**src/rtl/uart_frame_pkg.sv**
```systemverilog
// Shared definitions for the UART frame parser: FSM states, abort causes
// and the default header bytes.
package uart_frame_pkg;

  typedef enum logic [2:0] {
    S_IDLE,
    S_H1,
    S_CMD,
    S_LEN,
    S_PAY,
    S_CHK
  } state_t;

  localparam logic [1:0] ERR_NONE = 2'd0;
  localparam logic [1:0] ERR_CHK  = 2'd1;
  localparam logic [1:0] ERR_LEN  = 2'd2;
  localparam logic [1:0] ERR_TMO  = 2'd3;

  localparam logic [7:0] HDR0_DEFAULT = 8'hAA;
  localparam logic [7:0] HDR1_DEFAULT = 8'h55;

endpackage

```
**src/rtl/uart_byte_timeout.sv**
```systemverilog
// Inter-byte watchdog: counts enabled idle cycles, saturates at TIMEOUT and
// flags expiry while the count sits at the limit.
module uart_byte_timeout #(
  parameter int unsigned TIMEOUT = 50000
) (
  input  logic clk,
  input  logic rst_n,
  input  logic en,
  input  logic clr,
  output logic expired
);

  localparam int unsigned CW = (TIMEOUT < 2) ? 1 : $clog2(TIMEOUT + 1);
  localparam logic [CW-1:0] LIMIT = CW'(TIMEOUT);

  logic [CW-1:0] cnt_q;
  logic [CW-1:0] cnt_d;

  always_comb begin
    cnt_d = cnt_q;
    if (clr || !en) begin
      cnt_d = '0;
    end else if (cnt_q != LIMIT) begin
      cnt_d = cnt_q + CW'(1);
    end
  end

  // A byte arriving in the expiry cycle clears the counter and suppresses the flag.
  assign expired = en && !clr && (cnt_q == LIMIT);

  always_ff @(posedge clk or negedge rst_n) begin
    if (!rst_n) begin
      cnt_q <= '0;
    end else begin
      cnt_q <= cnt_d;
    end
  end

endmodule

```
**src/rtl/uart_frame_parser.sv**
```systemverilog
// Parses HDR0 HDR1 CMD LEN payload CHK frames from the UART byte stream,
// streams payload bytes and reports each frame as done or aborted.
module uart_frame_parser
  import uart_frame_pkg::*;
#(
  parameter logic [7:0]  HDR0    = HDR0_DEFAULT,
  parameter logic [7:0]  HDR1    = HDR1_DEFAULT,
  parameter int unsigned MAX_LEN = 32,
  parameter int unsigned TIMEOUT = 50000
) (
  input  logic       Clk,
  input  logic       Rst,
  input  logic [7:0] Data_Byte,
  input  logic       Rx_Done,
  output logic [7:0] Cmd,
  output logic [7:0] Len,
  output logic [7:0] Pay_Data,
  output logic       Pay_Valid,
  output logic [7:0] Pay_Idx,
  output logic       Frame_Done,
  output logic       Frame_Err,
  output logic [1:0] Err_Code,
  output logic       Busy
);

  localparam logic [7:0] MAX_LEN_B = 8'(MAX_LEN);

  state_t     state_q, state_d;
  logic [7:0] xor_q, xor_d;
  logic [7:0] cnt_q, cnt_d;
  logic [7:0] cmd_q, cmd_d;
  logic [7:0] len_q, len_d;
  logic [7:0] pay_data_q, pay_data_d;
  logic [7:0] pay_idx_q, pay_idx_d;
  logic       pay_valid_q, pay_valid_d;
  logic       frame_done_q, frame_done_d;
  logic       frame_err_q, frame_err_d;
  logic [1:0] err_code_q, err_code_d;
  logic       tmo_expired;

  uart_byte_timeout #(
    .TIMEOUT(TIMEOUT)
  ) u_timeout (
    .clk     (Clk),
    .rst_n   (Rst),
    .en      (state_q != S_IDLE),
    .clr     (Rx_Done),
    .expired (tmo_expired)
  );

  always_comb begin
    state_d      = state_q;
    xor_d        = xor_q;
    cnt_d        = cnt_q;
    cmd_d        = cmd_q;
    len_d        = len_q;
    pay_data_d   = pay_data_q;
    pay_idx_d    = pay_idx_q;
    pay_valid_d  = 1'b0;
    frame_done_d = 1'b0;
    frame_err_d  = 1'b0;
    err_code_d   = err_code_q;

    if (Rx_Done) begin
      case (state_q)
        S_IDLE: begin
          if (Data_Byte == HDR0) state_d = S_H1;
        end
        S_H1: begin
          if (Data_Byte == HDR1)      state_d = S_CMD;
          else if (Data_Byte == HDR0) state_d = S_H1;
          else                        state_d = S_IDLE;
        end
        S_CMD: begin
          cmd_d   = Data_Byte;
          xor_d   = Data_Byte;
          state_d = S_LEN;
        end
        S_LEN: begin
          len_d = Data_Byte;
          xor_d = xor_q ^ Data_Byte;
          cnt_d = '0;
          if (Data_Byte > MAX_LEN_B) begin
            frame_err_d = 1'b1;
            err_code_d  = ERR_LEN;
            state_d     = S_IDLE;
          end else if (Data_Byte == 8'd0) begin
            state_d = S_CHK;
          end else begin
            state_d = S_PAY;
          end
        end
        S_PAY: begin
          pay_data_d  = Data_Byte;
          pay_valid_d = 1'b1;
          pay_idx_d   = cnt_q;
          xor_d       = xor_q ^ Data_Byte;
          cnt_d       = cnt_q + 8'd1;
          if ((cnt_q + 8'd1) == len_q) state_d = S_CHK;
        end
        S_CHK: begin
          if (Data_Byte == xor_q) begin
            frame_done_d = 1'b1;
          end else begin
            frame_err_d = 1'b1;
            err_code_d  = ERR_CHK;
          end
          state_d = S_IDLE;
        end
        default: state_d = S_IDLE;
      endcase
    end else if (tmo_expired) begin
      frame_err_d = 1'b1;
      err_code_d  = ERR_TMO;
      state_d     = S_IDLE;
    end
  end

  always_ff @(posedge Clk or negedge Rst) begin
    if (!Rst) begin
      state_q      <= S_IDLE;
      xor_q        <= '0;
      cnt_q        <= '0;
      cmd_q        <= '0;
      len_q        <= '0;
      pay_data_q   <= '0;
      pay_idx_q    <= '0;
      pay_valid_q  <= 1'b0;
      frame_done_q <= 1'b0;
      frame_err_q  <= 1'b0;
      err_code_q   <= ERR_NONE;
    end else begin
      state_q      <= state_d;
      xor_q        <= xor_d;
      cnt_q        <= cnt_d;
      cmd_q        <= cmd_d;
      len_q        <= len_d;
      pay_data_q   <= pay_data_d;
      pay_idx_q    <= pay_idx_d;
      pay_valid_q  <= pay_valid_d;
      frame_done_q <= frame_done_d;
      frame_err_q  <= frame_err_d;
      err_code_q   <= err_code_d;
    end
  end

  assign Cmd        = cmd_q;
  assign Len        = len_q;
  assign Pay_Data   = pay_data_q;
  assign Pay_Valid  = pay_valid_q;
  assign Pay_Idx    = pay_idx_q;
  assign Frame_Done = frame_done_q;
  assign Frame_Err  = frame_err_q;
  assign Err_Code   = err_code_q;
  assign Busy       = (state_q != S_IDLE);

endmodule

```
**config.mk**
```make
export PLATFORM = sky130hd
export DESIGN_NAME = uart_frame_parser
export DESIGN_NICKNAME = d
export VERILOG_FILES = /design/src/rtl/uart_frame_pkg.sv /design/src/rtl/uart_byte_timeout.sv /design/src/rtl/uart_frame_parser.sv
export SDC_FILE = /design/constraint.sdc
export NUM_CORES = 1
export LEC_CHECK = 0
export ABC_AREA = 0
export CELL_PAD_IN_SITES_DETAIL_PLACEMENT = 0
export CELL_PAD_IN_SITES_GLOBAL_PLACEMENT = 1
export CORE_MARGIN = 2
export CORE_UTILIZATION = 35
export DETAILED_ROUTE_END_ITERATION = 6
export PLACE_DENSITY_LB_ADDON = 0.1
export SLEW_MARGIN = 5
export SYNTH_ARGS = -nofsm -noshare
export SYNTH_HDL_FRONTEND = slang
export SYNTH_HIERARCHICAL = 1
export SYNTH_SLANG_ARGS = --single-unit
```
**constraint.sdc**
```tcl
create_clock -name Clk -period 2.62 [get_ports Clk]
set_clock_uncertainty 0.2 [all_clocks]
set_input_delay 0.393 -clock Clk [delete_from_list [all_inputs] [get_ports Clk]]
set_output_delay 0.393 -clock Clk [all_outputs]
set_load 0.005 [all_outputs]
```
# After elaboration in Yosys (flattened, before gate mapping)
# Index checks and enable logic that the tools add are counted.
[word_totals]
regBits = 72
in_bits = 11
output_inout_bits = 38
wordCells = 80
[classes]
add_sub_neg = 2
magnitude_cmp = 1
n_eq_ne = 16
n_mux = 28
bitwise_logic = 1
reduce_logical = 20
[op_table]
columns = ["cell", "count"]
rows = [
  ["$mux 16", 2],
  ["$pmux 8 s2", 2],
  ["$add 16x1->16 const B", 1],
  ["$eq 16x16->1 const B", 1],
  ["$eq 8x8->1", 2],
  ["$ne 16x16->1 const B", 1],
  ["$mux 3", 5],
  ["$pmux 3 s5", 1],
  ["$ne 3x3->1 const B", 4],
  ["$mux 1", 11],
  ["$mux 2", 5],
  ["$reduce_and 2->1", 5],
  ["$add 8x1->8 const B", 1],
  ["$eq 8x7->1 const B", 1],
  ["$eq 8x8->1 const B", 1],
  ["$gt 8x6->1 const B", 1],
  ["$logic_not 8->1", 1],
  ["$reduce_bool 2->1", 4],
  ["$xor 8x8->8", 1],
  ["$eq 3x2->1 const B", 2],
  ["$eq 3x3->1 const B", 2],
  ["$pmux 2 s2", 1],
  ["$reduce_and 4->1", 1],
  ["$eq 3x1->1 const B", 1],
  ["other kinds (9)", 11],
]

# Longest topological paths before layout
[depth]
ltp_word = 5
ltp_mapped = 11
mapped_depth_nobuf = 9

# Cells and area by module
# Netlist, hierarchy kept.
[by_module_without_submodules]
columns = ["mod", "instances", "cells_per_inst", "area_each_um2", "seq_area_each_um2"]
rows = [
  ["uart_frame_parser", 1, 323, 3104.2, 1401.3],
  ["uart_byte_timeout", 1, 96, 908.4, 400.4],
]

# Worst setup path before layout
# Ideal clock, no wire load.
[synth_timing]
kind = "reg2reg"
start = "reg state_q[2]"
end = "reg state_q[0]"
setup_time_ns = 0.072
arrival_time_ns = 1.642
required_ns = 2.348
path_slack_ns = 0.706
path_stages_with_launch = 12
n_path_buf = 3
synth_period_minus_slack_ns = 1.914
cell_sequence = "dfrtp_1 -> buf_6 -> inv_1 -> clkbuf_8 -> nand2_1 -> nand2b_1 -> clkbuf_1 -> nor2_1 -> inv_1 -> a21oi_1 -> a31o_1 -> nor2_1"
[synth_between]
elab_chain_len = 5
word_cells_on_any_way = 14
classes_between = "eq/ne: 6; mux: 2; reduce/logical: 6"
[synth_rtl]
columns = ["element", "line_no", "source"]
rows = [
  ["start, declared", "uart_frame_parser.sv:28", "state_t state_q, state_d;"],
  ["start signal, assigned", "uart_frame_parser.sv:133", "state_q <= state_d;"],
  ["$reduce_bool 3->1", "n/a", ""],
  ["via Busy", "uart_frame_parser.sv:23", "output logic Busy"],
  ["$logic_and 1x1->1 (2 in series)", "uart_byte_timeout.sv:29", "assign expired = en && !clr && (cnt_q == LIMIT);"],
  ["via tmo_expired", "uart_frame_parser.sv:39", "logic tmo_expired;"],
  ["$reduce_bool 2->1 (no line)", "n/a", ""],
  ["$reduce_and 3->1 (no line)", "n/a", ""],
]
# The timed path passes the listed nets, and every way through them passes these cells.
# A chain may end at the register's enable or synchronous reset.

# Final worst setup path
[layout_timing]
start = "reg state_q[0]"
end = "out Busy"
[layout_between]
elab_chain_len = 1
[layout_rtl]
columns = ["element", "line_no", "source"]
rows = [
  ["$reduce_bool 3->1", "uart_frame_parser.sv:155", "assign Busy = (state_q != S_IDLE);"],
  ["end, declared", "uart_frame_parser.sv:23", ""],
]
# Every way passes these cells.

==> results summary <==
The run finished with clean final reports. Before antenna repair, the detailed router went through 4 iterations. The number of global-route vias before repair was between 3000 and 4000. Dividing the detail-routed wire length by the instance count gives 16.8 um. The clock net sink count is 72. The post-synthesis async set-or-reset flop share is 1.00. The final net count came out at 485. The global-route wire length before repair came out at roughly 17000 um. Setup repair after global routing left no endpoint under its margin.

The worst register-to-register path begins at state_q[2]$_DFFE_PN0P_. The initial antenna violation count came to 0. The count of buffers added by post-CTS timing repair for setup is 0. The number of buffers added by the clock tree synthesis step came out at 9. In this run, post-CTS repair resized a total of 0 instances. The tightest min-delay check is of the flip-flop to flip-flop type.

For this run, the register share of the synthesized area comes to 0.449. The chip height is 111 um. The layout cell share with drive strength beyond 1 came out at 0.123. The data required time at the worst endpoint came out at 2.03 ns. On the final layout, the worst hold slack is about 0.27 ns. The instance count of the mapped netlist is 419.

The CTS clock-pin slew for the worst setup and hold paths is 0.06 ns. The area of the core came out at roughly 11000 um^2. Data on the critical path arrives at its endpoint at between 1.5 and 2 ns.

The critical path starts at state_q[0]$_DFFE_PN0P_. The repair_antennas step left the layout with diodes totalling 0. At the later pin of the worst-skew pair, clock insertion delay measures 0.34 ns. The total wire length is 10300 um. Routability-driven placement finished with a final weighted congestion of 0.814.

Entering global routing, the biggest net connects 73 pins. The synthesis-to-layout area growth came out at 20.7%. After layout, the design draws a total of around 2500 uW. The synthesized area is 4010 um^2.

TritonCTS built the clock tree. Based on the critical path, the design can be clocked at up to 455 MHz. The depth of the most critical reg-to-reg path is 6. The ratio of final minimum period to clock period came out at 0.840. The horizontal extent of the die came out at 111 um. The power density over cell area is 517 nW/um^2. The share of synthesized area in the top cell type comes to 0.449. Across every metal layer, demand over resource in global routing totals 0.174. The critical path class is flip-flop to output pin. In this run, synthesis inferred 0 flip-flops with an integrated enable.

The total die area is 12300 um^2. The worst max-slew margin expressed relative to the limit came out at 0.662. Sorting the synthesized cells by area gives the leading types as dfrtp_1 (45%), nand2_1 (6.7%), mux2_2 (4.5%). The number of distinct library cells after synthesis came out at 53. The highest ir drop seen on vdd came out at about 210 uV. The number of hold buffers added after CTS was 1. The detailed-route DRC error count came out at 0.

The post-detailed-route via-to-cell ratio is 5.31. The starting utilization of the core area is 0.354. The estimated wirelength of the detail-placed design came out at between 6000 and 7000 um. The capturing element of the worst setup path is Busy.

The transition time of the tightest slew-check pin is 0.506 ns. The number of levels in the clock H-tree is 3. The final cell count without fillers came out at 616. The number of placed cells counting well taps came out at between 600 and 700. The count of nets left with antenna violations once routing finished came out at 0. The number of placement rows is 39.

The number of top-level design ports came out at just under 50. No sink is reached through more buffers than the 2 on the longest clock path. STA classifies the critical path startpoint as a flip-flop. The worst setup path is captured at an output pin.

The reg2reg setup slack is 0.51 ns. The synthesized design contains 72 register bits. The most instantiated flip-flop cell in the synthesis netlist is dfrtp_1. Across all layers, the routed design uses 3271 vias. The synthesized netlist net count came out at about 430. In this run the worst path has a maximum fanout of 7.

The standby leakage power is 0.00207 uW. The number of max-slew violations in the final report was 0. The number of endpoints failing setup at the final stage came out at 0. The number of warnings reported in the yosys synthesis log is 6.

In this run, the number of DRC markers left after iteration 0 of detailed routing was 94. Summed over all layers, the global routing overflow is 0. The accumulated negative setup slack came out at 0 ns. The average cell area after synthesis came out at 9.58 um^2. The count of buffers inserted at the top-level ports came out at 48. In this run the clock root is driven by a clkbuf_16. The hold violation count in the final report came out at 0. The critical register-to-register path endpoint is cnt_q[3]$_DFFE_PN0P_.

The total of max-cap violations came out at 0. The cell taking the most area after synthesis is dfrtp_1. The post-layout minimum cycle time came out at 2.20 ns.
## critical path, cell delays in order (launching register included)
cell and delay [ns]:
dfrtp_1 0.48, nor2_1 0.21, nand2_1 0.12, clkdlybuf4s50_1 0.45
## synth_stat cells, types with 6 or more instances
cell type	n
clkbuf_1	10
buf_6	9
clkbuf_8	6
nor2_1	13
o21ai_0	19
o31ai_1	8
o22ai_1	19
nand2b_1	8
nand2_1	72
or4_1	6
inv_1	10
o221ai_1	8
mux2_2	16
xnor2_1	9
dfrtp_1	72
nand4_1	7
a21oi_1	25
and2_1	11
nand3_1	18
xor2_1	12
## cell families (layout without fill, tap and decap cells)
group,Yosys count,after routing,synth area share
AO/OA/AOI/OAI,96,96,0.148
XOR/XNOR,22,22,0.0515
adder cells (fa/ha/maj),3,3,0.00936
buffers and inverters,41,95,0.0745
flip-flops,72,72,0.449
multiplexers,21,21,0.0574
AND/OR/NAND/NOR,164,164,0.210
## routing by layer
metal / global-route usage / up-vias / part of all wire / routed length [um]
met5: 0 / - / 0 / 0
met4: 0.0823 / 0 / 0.020 / 211
met3: 0.0317 / 11 / 0.038 / 388
met2: 0.256 / 64 / 0.45 / 4630
met1: 0.249 / 1590 / 0.49 / 5110
li1: - / 1606 / - / -
## power breakdown
part	total, uW	internal (uW)	switching (uW)	leakage, uW
Combinational	249	127	123	0.000964
Sequential	1180	1150	34.1	0.000981
Clock	1070	622	452	0.000121
## cell type report
type                       count  area, um^2
fill                        1129        6480
multi-input combinational    306        1910
sequential                    72        1800
timing repair buffer          72         671
clock buffer                  11         233
tap                          143         179
inverter                      10        37.5
clock inverter                 2        10.0
## stage by stage
stage | worst slack, ns | utilization | area (um^2)
after floorplan | 0.706 | - | 4010
after global placement | 0.218 | 0.406 | 4590
after detailed placement | 0.192 | 0.406 | 4590
after CTS | 0.376 | 0.428 | 4840
after global routing | 0.315 | 0.428 | 4840
final | 0.420 | 0.428 | 4840
## layout by cell type (no fill, tap or decap), types with 6 or more instances in the layout
master            n
nand4_1           7
mux2_2           16
o21ai_0          19
o22ai_1          19
o31ai_1           8
or4_1             6
nor2_1           13
xnor2_1           9
o221ai_1          8
buf_4            22
nand2b_1          8
clkdlybuf4s50_1  47
inv_1            10
and2_1           11
nand2_1          72
dfrtp_1          72
clkbuf_16         9
xor2_1           12
nand3_1          18
a21oi_1          25
## worst min-delay path by stage
stage | from | endpoint | slack [ns] | cells past startpoint
2_1_floorplan | Rst | Cmd[0]$_DFFE_PN0P_ | -0.10 | 0
3_3_place_gp | Rst | Pay_Idx[4]$_DFFE_PN0P_ | 0.26 | 2
3_5_place_dp | Rst | Pay_Idx[4]$_DFFE_PN0P_ | 0.26 | 2
4_1_cts | Pay_Idx[3]$_DFFE_PN0P_ | Pay_Idx[3]$_DFFE_PN0P_ | 0.28 | 2
5_1_grt | Pay_Idx[7]$_DFFE_PN0P_ | Pay_Idx[7]$_DFFE_PN0P_ | 0.29 | 2
6_report | Pay_Idx[3]$_DFFE_PN0P_ | Pay_Idx[3]$_DFFE_PN0P_ | 0.27 | 2
## registers in the layout (all words and copies together), names as in the netlist, 2 cells and up
| name | count |
|---|---|
| u_timeout/cnt_q | 16 |
| Cmd | 8 |
| Len | 8 |
| Pay_Data | 8 |
| Pay_Idx | 8 |
| cnt_q | 8 |
| xor_q | 8 |
| state_q | 3 |
| Err_Code | 2 |
Power figures use the tool's default switching activity.
